## src/rtl/alu_sweep_driver.sv

```systemverilog
// In-hardware exerciser for the 2-bit ALU: steps all 128 operand/opcode vectors,
// folds each ALU response into a 16-bit MISR and compares it against a golden value.
module alu_sweep_driver #(
  parameter int          SETTLE = 1,
  parameter logic [15:0] POLY   = 16'h1021,
  parameter logic [15:0] SEED   = 16'h0000
) (
  input  logic        clk,
  input  logic        rst_n,
  input  logic        start,
  input  logic [15:0] golden,
  output logic        a1,
  output logic        a0,
  output logic        b1,
  output logic        b0,
  output logic        o1,
  output logic        o2,
  output logic        o3,
  input  logic        c0,
  input  logic        c1,
  input  logic        c2,
  input  logic        c3,
  output logic        busy,
  output logic        done,
  output logic [15:0] sig,
  output logic        pass
);

  typedef enum logic [1:0] {IDLE, APPLY, SAMPLE, DONE} state_t;

  localparam logic [3:0] SETTLE_LAST = 4'(SETTLE - 1);

  state_t      state_reg, state_next;
  logic [6:0]  idx_reg, idx_next;
  logic [3:0]  settle_reg, settle_next;
  logic [15:0] sig_reg, sig_next;
  logic [15:0] misr_next;
  logic [3:0]  resp;

  assign resp = {c3, c2, c1, c0};

  // One MISR step: shift left, fold POLY in when the MSB falls out, inject the response.
  genvar gi;
  generate
    for (gi = 0; gi < 16; gi++) begin : g_misr
      if (gi == 0) begin : g_lsb
        assign misr_next[gi] = (sig_reg[15] & POLY[gi]) ^ resp[gi];
      end else if (gi < 4) begin : g_inject
        assign misr_next[gi] = sig_reg[gi-1] ^ (sig_reg[15] & POLY[gi]) ^ resp[gi];
      end else begin : g_shift
        assign misr_next[gi] = sig_reg[gi-1] ^ (sig_reg[15] & POLY[gi]);
      end
    end
  endgenerate

  always_ff @(posedge clk or negedge rst_n) begin
    if (!rst_n) begin
      state_reg  <= IDLE;
      idx_reg    <= '0;
      settle_reg <= '0;
      sig_reg    <= SEED;
    end else begin
      state_reg  <= state_next;
      idx_reg    <= idx_next;
      settle_reg <= settle_next;
      sig_reg    <= sig_next;
    end
  end

  always_comb begin
    state_next  = state_reg;
    idx_next    = idx_reg;
    settle_next = settle_reg;
    sig_next    = sig_reg;
    case (state_reg)
      IDLE, DONE: begin
        if (start) begin
          state_next  = APPLY;
          idx_next    = '0;
          settle_next = '0;
          sig_next    = SEED;
        end
      end
      APPLY: begin
        settle_next = settle_reg + 4'd1;
        if (settle_reg == SETTLE_LAST) begin
          state_next = SAMPLE;
        end
      end
      SAMPLE: begin
        sig_next    = misr_next;
        settle_next = '0;
        // Last vector ends the sweep instead of wrapping idx back to 0.
        if (idx_reg == 7'd127) begin
          state_next = DONE;
        end else begin
          idx_next   = idx_reg + 7'd1;
          state_next = APPLY;
        end
      end
      default: state_next = IDLE;
    endcase
  end

  assign {a1, a0, b1, b0, o1, o2, o3} = idx_reg;

  assign busy = (state_reg == APPLY) || (state_reg == SAMPLE);
  assign done = (state_reg == DONE);
  assign sig  = sig_reg;
  assign pass = done && (sig_reg == golden);

endmodule
```

## config.mk

```make
export PLATFORM = sky130hd
export DESIGN_NAME = alu_sweep_driver
export DESIGN_NICKNAME = d
export VERILOG_FILES = /design/src/rtl/alu_sweep_driver.sv
export SDC_FILE = /design/constraint.sdc
export NUM_CORES = 1
export LEC_CHECK = 0
export ABC_AREA = 0
export BUFFER_PORTS_ARGS = -buffer_cell sky130_fd_sc_hd__buf_2
export CELL_PAD_IN_SITES_DETAIL_PLACEMENT = 2
export CELL_PAD_IN_SITES_GLOBAL_PLACEMENT = 2
export CORE_AREA = 2 2 73 75
export CTS_BUF_LIST = sky130_fd_sc_hd__clkbuf_16
export CTS_CLUSTER_DIAMETER = 120
export CTS_CLUSTER_SIZE = 24
export DETAILED_ROUTE_END_ITERATION = 8
export DIE_AREA = 0 0 75 77
export GPL_TIMING_DRIVEN = 0
export PLACE_DENSITY_LB_ADDON = 0.1
export SYNTH_ARGS = -nofsm -noshare
export SYNTH_HDL_FRONTEND = slang
export SYNTH_SLANG_ARGS = --single-unit
```

## constraint.sdc

```tcl
create_clock -name clk -period 4.8 [get_ports clk]
set_input_delay 0.24 -clock clk [delete_from_list [all_inputs] [get_ports clk]]
set_output_delay 0.24 -clock clk [all_outputs]
set_load 0.005 [all_outputs]
```

==> results.cfg, run 1 <==
[outcome]
run_status = finished clean

[clock_tree]
holdBufCountCts = 0
cts_max_level = 2
clk_pin_slew_ns = 0.05
cts_sinks = 29
cts.repair.resized = 0
cts_tree = done
post_cts.repair.setup_buffers = 0
cts.path.max_buffers = 2
insertion_delay_ns = 0.27
numCtsBuffers = 5
cts-root-buf = clkbuf_16

[setup_path]
slowest_stage = dfrtp_1
cp_num_cells = 7
crit_required_ns = 4.95
cp-startpoint = state_reg[0]
cp-endpoint = idx_reg[3]
critPathMaxFanout = 10
start_kind = flip-flop
critPathMaxStageDelay_ns = 0.40
cp_top_family = flip-flops
reg2reg_from = state_reg[0]
worstPathArrival_ns = 2.06
critPathBufInv = 2
rr_worst_depth = 7
regToRegSetupSlack_ns = 2.89
r2r-end = idx_reg[3]
crit_path_cell_trace = inv_1 > ha_1 > mux2i_1 > buf_6 > nor3_2 > a21o_1 > a22o_1
critPathKind = reg -> reg
end_kind = flip-flop

[global_routing]
grt_pass1_vias = 1468
grt_pass1_wl_um = 7280
antenna_found_initial = 0
grt_max_degree = 30
overflow = 0
grt_usage_pct = 16.9

[floorplan]
die_area_um2 = 5780
core_area_um2 = 4980
start_util_pct = 31.6
pin_count = 49
dieHeight_um = 77
fp-row-count = 26
fp.dieW_um = 75

[place]
place_area_um2 = 1900
numPortBuffers = 48
place_congestion = 0.775
place_ws_ns = 2.88
dp_hpwl_um = 3280

[timing]
holdWs_ns = 0.00745
setup_tns_ns = 0
setup_viol = 0
final.period_utilization_pct = 39.8
min_period_ns = 1.91
finClkSkew_ns = 0.00221
fmax_mhz = 523
setup_ws_ns = 2.89
tightest_slew_ns = 0.678
hold_viol_final = 0
slew_viol_final = 0
rsz0062_at_grt = false
maxSlewHeadroom_pct = 54.8

[synth]
synth.cell_area_um2 = 1570
yosys_warnings = 0
synth_common_cells = 29 x dfrtp_1, 19 x a22o_1, 13 x nand2_1, 12 x xnor2_1, 10 x xor2_1
ys_ff_latch = 29
yosysUniqueCellTypes = 30
synth_nets = 175
synth.most_common_cell = dfrtp_1
synth_top_cell_by_area = dfrtp_1
synth_area_leaders = dfrtp_1 46%, a22o_1 11%, xnor2_1 6.7%
ys_async_sr_fraction_pct = 100
synth_ff_type = dfrtp_1
synth_edf_count = 0
syn_area_per_cell_um2 = 10.9
synthCells = 145
ys_seq_area_share_pct = 46.1
yosysTopAreaCellShare_pct = 46.1

[detailed_routing]
vias = 1313
drc = 0
ant_nets = 0
dr.first_iter.drc_count = 78
via_per_inst = 4.86
first_pass_iters = 3
wire_per_inst_um = 16.1
wl_um = 4360

[final_layout]
antenna_cells = 0
seqCellArea_um2 = 726
drive_gt1_share_pct = 30.0
multi_input_area_um2 = 777
fillers = 552
largest_reg_flops = 16
design_area_um2 = 2030
area_delta_synth_final_pct = 29.3
nNetsFinal = 230

[power_and_ir_drop]
p_switching_uw = 349
power_density_nw_per_um2 = 481
switching_share_pct = 35.6
pwr-share-comb_pct = 36.3
internal-power_uw = 630
seqPwrFrac_pct = 34.7
peakVddDrop_mv = 0.192
clockPowerShare_pct = 29.1
p_leak_nw = 1.05

[flow_run]
maxCapViolCount = 0

[min_path]
hold_path_class = in -> async
worst reg2reg max path, stage by stage (launching register included):
cell and delay, ns:
dfrtp_1 0.40, inv_1 0.08, ha_1 0.39, mux2i_1 0.37, buf_6 0.20, nor3_2 0.04
a21o_1 0.15, a22o_1 0.17
cell families after synthesis:
logic type	after synthesis	synth area share, %
adders and majority gates	7	5.56
and+or+nand+nor	36	11.7
buffers and inverters	11	4.53
muxes	4	2.54
DFF	29	46.1
xor gates and xnor gates	22	12.2
AOI/OAI and AO/OA	36	17.3
cells in the final DEF (no fill, tap or decap), drive strengths merged:
cell type	count
a41oi	1
a32o	1
a21o	2
o21ai	6
nor3	3
nor2b	1
o21a	1
nand4	5
dfrtp	29
and2	1
mux2i	4
and3	1
xor2	10
ha	7
o21bai	1
nor2	3
nor4	3
buf	53
o31ai	1
nand2	13
a21oi	4
clkinv	1
inv	6
clkbuf	6
nand3	4
nand2b	2
a22o	19
xnor2	12
metal layers:
layer | vias up | part of all wire, % | global-route usage [%]
li1 | 627 | - | -
met1 | 649 | 43 | 20.4
met2 | 31 | 52 | 28.9
met3 | 6 | 3.9 | 4.34
met4 | 0 | 1.3 | 4.82
met5 | - | 0 | 0
power by group through the flow:
stage / clock network (mW) / registers [mW] / logic, mW
after global placement: 0 / 0.339 / 0.344
after global routing: 0.309 / 0.349 / 0.403
after floorplan: 0 / 0.333 / 0.240
final: 0.285 / 0.339 / 0.355
after CTS: 0.294 / 0.340 / 0.365
after detailed placement: 0 / 0.342 / 0.361
worst min-delay path by stage:
stage | to | cells after the start | startpoint | slack, ns
after global routing | sig[9] | 1 | rst_n | 0.06
after floorplan | idx_reg[0] | 0 | rst_n | -0.06
final | sig[10] | 1 | rst_n | 0.007
after CTS | sig[9] | 1 | rst_n | 0.04
after global placement | sig[9] | 1 | rst_n | 0.31
after detailed placement | sig[9] | 1 | rst_n | 0.33
final cells by class:
class	instances	share of cell area [%]
Multi-Input combinational cell	105	38.2
Sequential cell	29	35.7
Timing Repair Buffer	48	11.8
Clock buffer	5	6.15
Tap cell	70	4.31
Buffer	6	2.58
Inverter	5	0.923
Clock inverter	2	0.369
stage by stage:
step / util [%] / std cells / total power [mW]
2_1_floorplan: - / 145 / 0.572
3_3_place_gp: 38.2 / 263 / 0.683
3_5_place_dp: 38.2 / 263 / 0.703
4_1_cts: 40.9 / 270 / 0.999
5_1_grt: 40.9 / 270 / 1.06
6_report: 40.9 / 270 / 0.979
Power figures use the tool's default switching activity.
==> run 2, diff against run 1 <==
- ABC_AREA: 0 -> 1
- CORE_AREA: 2 2 73 75 -> 2 2 80 82
- DIE_AREA: 0 0 75 77 -> 0 0 82 84
- clock period: 4.8 -> 1.9 ns (I/O delays scaled with it)
==> results.cfg, run 2 <==
[outcome]
run_status = finished clean

[detailed_routing]
top_layer = met4
drc = 0
via_per_inst = 4.58
first_pass_iters = 3
wl_um = 4780
wirelength_met1_um = 2030
met2_length_um = 2500
dr.first_iter.drc_count = 23
wl_met3_um = 177
ant_nets = 0
wire_per_inst_um = 13.9
vias = 1577

[place]
place_congestion = 0.713
dp_hpwl_um = 3670
numPortBuffers = 48

[setup_path]
reg2reg_from = state_reg[0]
crit_required_ns = 1.80
cp-startpoint = state_reg[0]
cp-endpoint = pass
cp_num_cells = 8
cp_top_family = simple AND/OR/NAND/NOR gates
start_kind = flip-flop
worstPathArrival_ns = 1.59
critPathMaxFanout = 5
rr_worst_depth = 8
end_kind = output pin
r2r-end = idx_reg[0]
crit_path_frequent_cell = nor2_1
critPathMaxStageDelay_ns = 0.42
critPathBufInv = 2
crit_path_cell_trace = ha_1 > inv_1 > nor2_1 > nand2_1 > nor2_1 > nand3_1 > nor2_1 > buf_2
slowest_stage = dfrtp_1
regToRegSetupSlack_ns = 0.27
critPathKind = reg -> out

[synth]
synth_top_cell_by_area = dfrtp_1
synth.cell_area_um2 = 1710
synth_common_cells = 49 x nand2_1, 39 x inv_1, 29 x dfrtp_1, 20 x nor2_1, 18 x o22ai_1
synth_area_leaders = dfrtp_1 42%, nand2_1 11%, inv_1 8.5%
yosys_warnings = 0
synth_edf_count = 0
yosysUniqueCellTypes = 23
synth.most_common_cell = nand2_1
ys_async_sr_fraction_pct = 100
yosysTopAreaCellShare_pct = 42.4
ys_ff_latch = 29
syn_area_per_cell_um2 = 8.16
synth_ff_type = dfrtp_1
synthCells = 210
synth_nets = 240
ys_seq_area_share_pct = 42.4

[final_layout]
fillers = 727
largest_reg_flops = 16
area_delta_synth_final_pct = 28.3
seqCellArea_um2 = 726
mostFrequentLayoutCells = 49 x nand2_1, 49 x buf_2, 39 x inv_1
fin_util_pct = 36.0
nNetsFinal = 296
multi_input_area_um2 = 813
drive_gt1_share_pct = 25.8
antenna_cells = 0

[floorplan]
fp.dieW_um = 82
start_util_pct = 28.1
fp-row-count = 29
core_area_um2 = 6100
die_area_um2 = 6890
pin_count = 49
dieHeight_um = 84

[power_and_ir_drop]
power_density_nw_per_um2 = 1160
switching_share_pct = 34.7
peakVddDrop_mv = 0.381
seqPwrFrac_pct = 37.6
pwr-share-comb_pct = 33.2
p_switching_uw = 887
p_leak_nw = 1.19
clockPowerShare_pct = 29.2
internal-power_mw = 1.67

[clock_tree]
cts.path.max_buffers = 2
numCtsBuffers = 5
insertion_delay_ns = 0.28
cts_sinks = 29
cts_max_level = 2
clk_pin_slew_ns = 0.05
cts-root-buf = clkbuf_16
cts_tree = done

[timing]
tightest_slew_ns = 0.728
slew_viol_final = 0
finClkSkew_ns = 0.00399
maxSlewHeadroom_pct = 51.5
min_period_ns = 1.68
rsz0062_at_grt = false
setup_viol = 0
setup_tns_ns = 0
fmax_mhz = 594
final.period_utilization_pct = 88.6
hold_viol_final = 0
holdWs_ns = 0.136

[global_routing]
grt_usage_pct = 15.7
grt_pass1_vias = 1657
grt_max_degree = 30
overflow = 0
antenna_found_initial = 0
grt_pass1_wl_um = 8180

[flow_run]
maxCapViolCount = 0

[min_path]
hold_path_class = in -> reg
[run 2: cell count changes after synthesis, sizes merged, moves of 3 or more]
cell / delta
a22o: -19
inv: +34
mux2i: -4
nand2: +40
nand3: +8
nand4: -4
nor2: +18
nor3: -3
nor4: -3
o22ai: +18
xnor2: -4
xor2: -5
[run 2: tightest hold or removal path, stage by stage]
cell,delay (ns)
buf_2,0.08
xnor2_1,0.12
o22ai_1,0.07
[run 2: cell type report]
type	instances	area share [%]
Multi-Input combinational cell	139	37.0
Sequential cell	29	33.0
Timing Repair Buffer	49	11.4
Inverter	39	6.66
Clock buffer	5	5.69
Tap cell	77	4.38
Buffer	3	1.25
Clock inverter	3	0.569
[run 2: cells by family after synthesis]
kind of cell               after synthesis  synth area share (%)
adders and majority gates                7                  5.11
and+or+nand+nor                         89                  24.6
AOI/OAI and AO/OA                       30                  11.1
xor gates and xnor gates                13                  6.65
DFF                                     29                  42.4
buffers and inverters                   42                  10.2
[run 2: what timing repair did]
item	CTS	global route
endpoints found under the hold margin	29	0
hold buffers	1	0
resized for setup	0	0
buffers inserted	0	0
setup endpoints to repair	0	0
[run 2: how the worst min path moves through the flow]
| stage | from | endpoint | cells past startpoint |
|---|---|---|---|
| after floorplan | rst_n | idx_reg[0] | 0 |
| after global placement | rst_n | sig[7] | 1 |
| after detailed placement | rst_n | sig[7] | 1 |
| after CTS | c2 | sig[2] | 3 |
| after global routing | c2 | sig[2] | 3 |
| final | c2 | sig[2] | 3 |
[run 2: power by group through the flow]
stage               clock (mW)  combinational (mW)  sequential (mW)
finish                   0.746               0.849            0.963
global route             0.802               0.983            0.996
CTS                      0.779               0.873            0.973
floorplan                    0               0.494            0.965
detailed placement           0               0.862            0.980
global placement             0               0.850            0.974
[run 2: per-stage QoR]
step,power (mW),cell area [um2],setup WS (ns),std cells
3_5_place_dp,1.84,2050,0.250,335
6_report,2.56,2200,0.217,344
4_1_cts,2.62,2200,0.205,344
3_3_place_gp,1.82,2050,0.279,335
5_1_grt,2.78,2200,0.0839,344
2_1_floorplan,1.46,1710,0.472,210
[run 2: layer usage]
layer / track usage, % / vias up
met5: 0 / -
met4: 5.00 / 0
met3: 3.57 / 7
met2: 27.4 / 27
met1: 18.7 / 770
li1: - / 773
==> run 3, diff against run 2 <==
- ABC_AREA: 1 -> not set
- CORE_AREA: 2 2 80 82 -> 2 2 75 77
- DIE_AREA: 0 0 82 84 -> 0 0 77 79
==> results.cfg, run 3 (synthesized netlist as in run 1, its figures left out) <==
[outcome]
run_status = finished clean

[setup_path]
end_kind = output pin
critPathKind = reg -> out
critPathMaxFanout = 4
worstPathArrival_ns = 1.69
crit_required_ns = 1.80
rr_worst_depth = 7
start_kind = flip-flop

[flow_run]
maxCapViolCount = 0

[timing]
final.period_utilization_pct = 94.1
hold_viol_final = 0
holdWs_ns = 0.194
maxSlewHeadroom_pct = 54.0
min_period_ns = 1.79
slew_viol_final = 0
fmax_mhz = 559
finClkSkew_ns = 0.00500
setup_viol = 0
setup_tns_ns = 0
tightest_slew_ns = 0.690

[final_layout]
nNetsFinal = 231
fillers = 614
antenna_cells = 0
drive_gt1_share_pct = 30.8
final_common_cell = buf_2
largest_reg_flops = 16
mostFrequentLayoutCells = 48 x buf_2, 29 x dfrtp_1, 19 x a22o_1
area_delta_synth_final_pct = 31.6

[clock_tree]
clk_pin_slew_ns = 0.05
cts_sinks = 29
numCtsBuffers = 5
insertion_delay_ns = 0.27
cts_tree = done
cts.path.max_buffers = 2
cts_max_level = 2
post_cts.repair.setup_buffers = 0
cts-root-buf = clkbuf_16

[power_and_ir_drop]
peakVddDrop_mv = 0.499
p_leak_nw = 1.06
clockPowerShare_pct = 28.3
pwr-share-comb_pct = 37.9
power_density_nw_per_um2 = 1230
seqPwrFrac_pct = 33.8
internal-power_mw = 1.64
p_switching_uw = 906
switching_share_pct = 35.6

[min_path]
holdPathStages = 4
hold_path_class = in -> reg

[global_routing]
grt_pass1_vias = 1490
overflow = 0
grt_pass1_wl_um = 7380
antenna_found_initial = 0
grt_max_degree = 30
grt_usage_pct = 15.2

[floorplan]
fp-row-count = 27
start_util_pct = 29.5
pin_count = 49
die_area_um2 = 6080
fp.dieW_um = 77
core_area_um2 = 5340
dieHeight_um = 79

[detailed_routing]
dr.first_iter.drc_count = 48
vias = 1355
drc = 0
wl_um = 4350
ant_nets = 0
first_pass_iters = 4
wire_per_inst_um = 15.9
via_per_inst = 4.96

[place]
place_congestion = 0.717
dp_hpwl_um = 3250
numPortBuffers = 48
## run 3: changes by cell type in the layout (fill, tap and decap cells not counted), sizes merged, moves of 4 or more
cell	before	now
mux2i	0	4
xnor2	8	12
nand4	1	5
nand2	53	13
xor2	5	10
o22ai	18	0
nand3	12	4
nor2	21	3
inv	39	6
a22o	0	19
## run 3: area by class of cell
type	count	area (um2)	share of cell area, %
multi-input combinational	105	802	38.7
buffer	6	52.6	2.54
inverter	5	18.8	0.906
sequential	29	726	35.0
clock buffer	5	125	6.04
clock inverter	2	7.51	0.362
timing repair buffer	49	250	12.1
tap	72	90.1	4.35
## run 3: final timing paths
path	from	end	slack (ns)
hold / removal	start	idx_reg[6]	0.19
setup / recovery	sig[14]	pass	0.11
hold reg to reg	settle_reg[3]	settle_reg[3]	0.50
min in group asynchronous	rst_n	sig[10]	0.40
max in group asynchronous	rst_n	sig[1]	1.05
setup reg to reg	state_reg[0]	sig[6]	0.16
## run 3: per-layer routing
| layer | track usage (%) | part of all wire, % | up-vias |
|---|---|---|---|
| li1 | - | - | 630 |
| met1 | 18.1 | 43 | 685 |
| met2 | 26.1 | 51 | 33 |
| met3 | 3.52 | 4.3 | 7 |
| met4 | 6.96 | 1.7 | 0 |
| met5 | 0 | 0 | - |
## run 3: critical path, stage by stage, from the launching register on
cell     delay, ns
dfrtp_1       0.42
xor2_1        0.16
nor4_1        0.28
nand4_1       0.15
nor4_1        0.24
buf_2         0.16
## run 3: timing repair
item	4_1_cts	5_1_grt
hold buffers	1	0
endpoints found under the setup margin	1	16
endpoints found under the hold margin	29	0
resized for setup	1	3
pin swaps	0	0
## run 3: power by group through the flow
stage / Sequential [mW] / Clock (mW) / Combinational, mW
2_1_floorplan: 0.841 / 0 / 0.605
3_3_place_gp: 0.857 / 0 / 0.872
3_5_place_dp: 0.869 / 0 / 0.909
4_1_cts: 0.858 / 0.746 / 0.936
5_1_grt: 0.883 / 0.775 / 1.08
6_report: 0.861 / 0.721 / 0.965
## run 3: through the flow
stage	area, um2	power, mW	util, %	setup slack, ns	instances
after floorplan	1570	1.45	-	0.204	145
after global placement	1900	1.73	35.7	0.0642	265
after detailed placement	1900	1.78	35.7	-0.0233	265
after CTS	2050	2.54	38.4	0.00999	273
after global routing	2070	2.74	38.8	-0.00624	273
final	2070	2.55	38.8	0.113	273
